**src/rtl/img2col_sched_pkg.sv**
```systemverilog
// Shared types for the img2col layer scheduler: Data_Generate config bus,
// host layer descriptor layout and scheduler FSM states.
package img2col_sched_pkg;

  localparam int BEAT_W_DEF = 32;

  typedef struct packed {
    logic [7:0]  stride;
    logic [7:0]  kernel;
    logic [7:0]  window;
    logic [15:0] in_size;
    logic [15:0] in_ch;
    logic [15:0] out_ch;
    logic [15:0] out_ch_times;
    logic [15:0] out_size;
    logic [15:0] outcol_times;
    logic [15:0] outrow_times;
    logic [15:0] incol_times;
  } dg_cfg_t;

  localparam int CFG_W = $bits(dg_cfg_t);

  // Descriptor as seen on desc_data: cfg in the MSBs, then in_beats, then out_beats.
  typedef struct packed {
    dg_cfg_t                cfg;
    logic [BEAT_W_DEF-1:0]  in_beats;
    logic [BEAT_W_DEF-1:0]  out_beats;
  } layer_desc_t;

  localparam int DESC_W = $bits(layer_desc_t);

  typedef enum logic [2:0] {
    S_IDLE,
    S_LOAD,
    S_RUN,
    S_DRAIN,
    S_DONE
  } sched_state_e;

endpackage

```
**src/rtl/img2col_layer_scheduler_fifo.sv**
```systemverilog
// Synchronous descriptor FIFO with registered occupancy count.
// A pop frees its slot for pushes only from the following cycle.
module sched_desc_fifo #(
  parameter int DEPTH = 4,
  parameter int WIDTH = 32
) (
  input  logic             clk,
  input  logic             rst_n,
  input  logic             push_i,
  input  logic [WIDTH-1:0] wdata_i,
  input  logic             pop_i,
  output logic [WIDTH-1:0] rdata_o,
  output logic             full_o,
  output logic             empty_o
);

  localparam int AW = (DEPTH > 1) ? $clog2(DEPTH) : 1;

  logic [WIDTH-1:0] mem_q [DEPTH];
  logic [AW-1:0]    wr_ptr_q, rd_ptr_q;
  logic [AW:0]      count_q;
  logic             push_ok, pop_ok;

  assign full_o  = (count_q == (AW+1)'(DEPTH));
  assign empty_o = (count_q == '0);
  assign push_ok = push_i & ~full_o;
  assign pop_ok  = pop_i & ~empty_o;
  assign rdata_o = mem_q[rd_ptr_q];

  // Pointer and occupancy bookkeeping.
  always_ff @(posedge clk or negedge rst_n) begin
    if (!rst_n) begin
      wr_ptr_q <= '0;
      rd_ptr_q <= '0;
      count_q  <= '0;
    end else begin
      if (push_ok) wr_ptr_q <= wr_ptr_q + 1'b1;
      if (pop_ok)  rd_ptr_q <= rd_ptr_q + 1'b1;
      case ({push_ok, pop_ok})
        2'b10:   count_q <= count_q + 1'b1;
        2'b01:   count_q <= count_q - 1'b1;
        default: count_q <= count_q;
      endcase
    end
  end

  // Storage write; contents are don't-care until counted valid.
  always_ff @(posedge clk) begin
    if (push_ok) mem_q[wr_ptr_q] <= wdata_i;
  end

endmodule

```
**src/rtl/img2col_layer_scheduler.sv**
```systemverilog
// Layer scheduler for the img2col Data_Generate datapath: queues descriptors,
// drives the static config and start level, meters input beats, counts output
// beats, flags layer boundaries and watches for stalls.
module img2col_layer_scheduler
  import img2col_sched_pkg::*;
#(
  parameter int DESC_DEPTH = 4,
  parameter int BEAT_W     = 32,
  parameter int TIMEOUT    = 65536
) (
  input  logic                      clk,
  input  logic                      rst_n,
  input  logic                      desc_valid,
  output logic                      desc_ready,
  input  logic [CFG_W+2*BEAT_W-1:0] desc_data,
  input  logic                      src_valid,
  output logic                      src_ready,
  output logic                      dg_in_valid,
  input  logic                      dg_in_ready,
  input  logic                      dg_out_valid,
  input  logic                      dg_out_ready,
  output logic [CFG_W-1:0]          dg_cfg,
  output logic                      dg_start,
  output logic                      out_last,
  output logic                      layer_done,
  output logic                      busy,
  output logic [7:0]                layer_idx,
  output logic                      err
);

  localparam int DW = CFG_W + 2*BEAT_W;
  localparam int TW = $clog2(TIMEOUT + 1);

  sched_state_e      state_q, state_d;
  logic [BEAT_W-1:0] in_cnt_q, in_cnt_d, out_cnt_q, out_cnt_d;
  logic [BEAT_W-1:0] in_beats_q, in_beats_d, out_beats_q, out_beats_d;
  logic [CFG_W-1:0]  cfg_q, cfg_d;
  logic [7:0]        idx_q, idx_d;
  logic [TW-1:0]     wd_q, wd_d;
  logic              err_q, err_d;

  logic [DW-1:0]     fifo_rdata;
  logic              fifo_full, fifo_empty, fifo_pop;
  logic [BEAT_W-1:0] head_in, head_out;
  logic [CFG_W-1:0]  head_cfg;
  logic              active, gate, in_hs, out_hs, last_beat, load_next;

  sched_desc_fifo #(
    .DEPTH (DESC_DEPTH),
    .WIDTH (DW)
  ) u_fifo (
    .clk     (clk),
    .rst_n   (rst_n),
    .push_i  (desc_valid),
    .wdata_i (desc_data),
    .pop_i   (fifo_pop),
    .rdata_o (fifo_rdata),
    .full_o  (fifo_full),
    .empty_o (fifo_empty)
  );

  assign head_cfg = fifo_rdata[DW-1 -: CFG_W];
  assign head_in  = fifo_rdata[2*BEAT_W-1:BEAT_W];
  assign head_out = fifo_rdata[BEAT_W-1:0];
  assign fifo_pop = (state_q == S_LOAD);

  assign active    = (state_q == S_RUN) || (state_q == S_DRAIN);
  assign gate      = (state_q == S_RUN) && (in_cnt_q < in_beats_q);
  assign in_hs     = dg_in_valid & dg_in_ready;
  assign out_hs    = dg_out_valid & dg_out_ready & active;
  assign last_beat = (out_cnt_q == out_beats_q - BEAT_W'(1));

  assign src_ready   = dg_in_ready & gate;
  assign dg_in_valid = src_valid & gate;
  assign out_last    = dg_out_valid & active & last_beat;
  assign desc_ready  = ~fifo_full;
  assign dg_cfg      = cfg_q;
  assign dg_start    = active;
  assign layer_done  = (state_q == S_DONE);
  assign busy        = (state_q != S_IDLE);
  assign layer_idx   = idx_q;
  assign err         = err_q;

  // Next-state: FSM sequencing, beat counters, descriptor latch and watchdog.
  // The descriptor is latched on entry to LOAD so dg_cfg is already valid
  // during LOAD; the FIFO pop itself happens at the end of LOAD.
  always_comb begin
    state_d     = state_q;
    in_cnt_d    = in_cnt_q;
    out_cnt_d   = out_cnt_q;
    in_beats_d  = in_beats_q;
    out_beats_d = out_beats_q;
    cfg_d       = cfg_q;
    idx_d       = idx_q;
    wd_d        = wd_q;
    err_d       = err_q;
    load_next   = 1'b0;

    case (state_q)
      S_IDLE: begin
        if (!fifo_empty) begin
          state_d   = S_LOAD;
          load_next = 1'b1;
        end
      end
      S_LOAD:  state_d = S_RUN;
      S_RUN: begin
        if (out_hs && last_beat)        state_d = S_DONE;
        else if (in_cnt_q == in_beats_q) state_d = S_DRAIN;
      end
      S_DRAIN: begin
        if (out_hs && last_beat) state_d = S_DONE;
      end
      S_DONE: begin
        idx_d = idx_q + 8'd1;
        if (!fifo_empty) begin
          state_d   = S_LOAD;
          load_next = 1'b1;
        end else begin
          state_d = S_IDLE;
        end
      end
      default: state_d = S_IDLE;
    endcase

    if (in_hs)  in_cnt_d  = in_cnt_q + BEAT_W'(1);
    if (out_hs) out_cnt_d = out_cnt_q + BEAT_W'(1);
    if (state_d == S_DONE && state_q != S_DONE) in_cnt_d = in_beats_q;

    if (load_next) begin
      cfg_d       = head_cfg;
      in_beats_d  = (head_in  == '0) ? BEAT_W'(1) : head_in;
      out_beats_d = (head_out == '0) ? BEAT_W'(1) : head_out;
      in_cnt_d    = '0;
      out_cnt_d   = '0;
    end

    if (in_hs || out_hs || (state_d != state_q)) wd_d = '0;
    else if (active && wd_q != TW'(TIMEOUT))     wd_d = wd_q + TW'(1);
    if (active && wd_d == TW'(TIMEOUT))          err_d = 1'b1;
  end

  // State and datapath registers.
  always_ff @(posedge clk or negedge rst_n) begin
    if (!rst_n) begin
      state_q     <= S_IDLE;
      in_cnt_q    <= '0;
      out_cnt_q   <= '0;
      in_beats_q  <= '0;
      out_beats_q <= '0;
      cfg_q       <= '0;
      idx_q       <= '0;
      wd_q        <= '0;
      err_q       <= 1'b0;
    end else begin
      state_q     <= state_d;
      in_cnt_q    <= in_cnt_d;
      out_cnt_q   <= out_cnt_d;
      in_beats_q  <= in_beats_d;
      out_beats_q <= out_beats_d;
      cfg_q       <= cfg_d;
      idx_q       <= idx_d;
      wd_q        <= wd_d;
      err_q       <= err_d;
    end
  end

endmodule

```
**config.mk**
```make
export PLATFORM = sky130hd
export DESIGN_NAME = img2col_layer_scheduler
export DESIGN_NICKNAME = d
export VERILOG_FILES = /design/src/rtl/img2col_sched_pkg.sv /design/src/rtl/img2col_layer_scheduler_fifo.sv /design/src/rtl/img2col_layer_scheduler.sv
export SDC_FILE = /design/constraint.sdc
export NUM_CORES = 1
export LEC_CHECK = 0
export ABC_AREA = 1
export CAP_MARGIN = 10
export CORE_ASPECT_RATIO = 1.75
export CORE_MARGIN = 3
export CORE_UTILIZATION = 55
export CTS_CLUSTER_DIAMETER = 120
export DETAILED_ROUTE_END_ITERATION = 10
export PLACE_DENSITY = 0.76
export SKIP_LAST_GASP = 1
export SYNTH_ARGS = -nofsm -noshare
export SYNTH_HDL_FRONTEND = slang
export SYNTH_SLANG_ARGS = --single-unit
```
**constraint.sdc**
```tcl
create_clock -name clk -period 16 [get_ports clk]
set_clock_uncertainty 0.2 [all_clocks]
set_input_delay 1.6 -clock clk [delete_from_list [all_inputs] [get_ports clk]]
set_output_delay 1.6 -clock clk [all_outputs]
set_load 0.1 [all_outputs]
```
==> out/metrics.csv <==
metric,value,unit
ios,391,
finalCritPeriodShare,0.387,
cts_hold_buf,0,
grt_max_degree,217,
total_power,7.13,mW
cts_tree,yes,
routed-via-count,32300,
syn_nets,4418,
critPathCaptureType,primary output,
postCtsSetupBuffers,0,
grt_setup_unrepaired,no,
maxSlewHeadroom,0.235,
numCtsBuffers,100,
finalSetupViolations,0,
clk_pin_slew_worst_paths,0.06,ns
timing.fmax,162,MHz
ir_drop,0.000130,V
insertion_delay,0.71,ns
wl_per_cell,21.0,um
cp_max_fo,3,
tightest_slew,1.14,ns
hold_viol,0,
final_layout_size_suffix_gt1_frac,0.0624,
dp_hpwl,73.6,mm
ys_types,56,
cts_root_buf,clkbuf_16,
use_met2,0.459,
ys_ff_latch,1180,
worstSetupStartpointType,primary input,
syn2layout_area_growth,17.6,%
grt_use_total,0.261,
antenna_left,0,
dr.pass1.iters,6,
use_met3,0.0716,
dp.cells,5518,
rows,142,
drtIter0Drc,2721,
min_path_type,flop to flop,
finalWirelength,120,mm
grt_busiest_layer,met2,
via_per_inst,5.65,
final-instance-count-excl-fill,5721,
die_width,230,um
final_util,0.656,
seq_area_frac_synth,0.704,
core-area,86200,sq um
die_area,91200,sq um
place_area,53000,sq um
synth_edf_count,864,
p_per_area,126,nW/um^2
synth_ff_type,edfxtp_1,
report.final.slew_viol_count,0,
cp.arrival,4.39,ns
fill_cells,6312,
post-place-ws,9.79,ns
cts_sinks,1180,
clk_path_buf_depth,3,
yosys_warnings,0,
design_area,56600,sq um
synthCells,4151,
synth.avg_cell_area,11.6,sq um
gp_congestion,0.933,
use_met1,0.301,
synthArstFlopShare,0.268,
cp.required,14.20,ns
outcome,"finished, final reports clean",
portBuffers,390,
syn-cell-area,48100,sq um
cts_max_level,3,
grt_pass1_vias,32200,
worstSetupPathType,primary input to primary output,
die_y,397,um
antenna_found_initial,23,
timing.setup.tns,0,ns
fin_ws,9.81,ns
finalNetCount,4735,
cts_resized,0,
p_leak,21.5,nW
drc,0,
grt_pass1_wl,183,mm
holdWs,0.268,ns
min_period,6.19,ns
initial_core_util,0.558,
maxCapViolCount,0,
grt_remaining_overflow,0,
## registers in the layout (all words and copies together), names as in the netlist
name and cells:
err 1, u_fifo.mem_q 864, out_beats_q 32, u_fifo.count_q 3
layer_idx 8, wd_q 17, out_cnt_q 32, dg_cfg 152
u_fifo.rd_ptr_q 2, state_q 3, in_cnt_q 32, in_beats_q 32
u_fifo.wr_ptr_q 2
## kinds of logic (layout without fill, tap and decap cells)
family / after synthesis / count (layout) / share of synthesized area
flops: 1180 / 1180 / 0.704
buf+inv: 410 / 813 / 0.0326
fa+ha+maj: 44 / 44 / 0.0116
other cells: 0 / 15 / 0
compound gates: 815 / 815 / 0.0979
xor+xnor: 85 / 85 / 0.0156
simple gates: 1617 / 1617 / 0.139
## Yosys cell counts (all sizes together), types with 2 or more instances
library cell,n,share of area
and2,2,0.00026
xnor2,15,0.0027
dfrtp,316,0.16
nor3b,2,0.00031
nand3,58,0.0066
o22ai,20,0.0026
nor2,937,0.076
nand3b,12,0.0019
a21oi,108,0.011
nor4,19,0.0025
nor3,27,0.0032
o21a,5,0.00078
ha,43,0.011
a221oi,4,0.00073
a32oi,2,0.00036
nand2,516,0.042
xor2,70,0.013
a32o,62,0.013
a211oi,3,0.00047
a31oi,152,0.020
clkbuf,161,0.013
nand4,40,0.0055
edfxtp,864,0.54
buf,45,0.0041
o211ai,10,0.0016
inv,203,0.016
o21ai,441,0.046
o21bai,3,0.00055
## routing by layer
layer | part of all wire | vias up | wire length (um)
li1 | - | 15200 | -
met2 | 0.51 | 1024 | 61600
met3 | 0.077 | 224 | 9320
met1 | 0.37 | 15900 | 44200
met4 | 0.042 | 18 | 5030
met5 | 0.00099 | - | 119
## critical path, stage by stage
cell,delay [ns]
clkdlybuf4s50_1,0.45
inv_1,0.07
nor2_4,0.15
nand2_1,0.08
nor2_1,0.09
nand2_1,0.05
nor2_1,0.12
nand2_1,0.07
nor2_1,0.08
nand2_1,0.08
nor4_1,0.19
nand2_1,0.15
inv_1,0.07
clkdlybuf4s50_1,1.13
## where the power goes
part / internal [mW] / total (mW) / switching (mW) / leakage [nW]
registers: 3.80 / 3.90 / 0.100 / 12.2
logic: 0.168 / 0.663 / 0.494 / 7.51
clock network: 1.45 / 2.57 / 1.12 / 1.71
total: 5.42 / 7.13 / 1.71 / 21.5
## cells in the final DEF (no fill, tap or decap), types with 43 or more instances in the layout
master / instances
nor2_1: 901
ha_1: 43
dfrtp_1: 314
xor2_1: 69
edfxtp_1: 864
clkbuf_16: 103
a21oi_1: 108
clkdlybuf4s50_1: 387
a32o_1: 62
nand3_1: 54
nand2_1: 499
inv_1: 189
a31oi_1: 152
o21ai_0: 429
## cell type report
type	instances	area [sq um]	area share
tap	1152	1440	0.0255
timing repair buffer	421	4190	0.0740
inverter	204	783	0.0138
clock buffer	131	2780	0.0492
clock inverter	57	741	0.0131
multi-input combinational	2561	12700	0.225
sequential	1180	33900	0.599
antenna	15	37.5	0.000664
## path summary, 6_finish.rpt
kind                       cells after the start  slack, ns               start                 end
setup / recovery                              14       9.81        dg_out_valid            out_last
hold / removal                                 2       0.27                 err                 err
setup reg to reg                              10      11.37  u_fifo.rd_ptr_q[0]      out_beats_q[0]
hold reg to reg                                2       0.27                 err                 err
max in group asynchronous                      3      12.56               rst_n  u_fifo.rd_ptr_q[1]
min in group asynchronous                      1       0.66               rst_n      in_beats_q[26]
(Power assumes the default switching activity.)
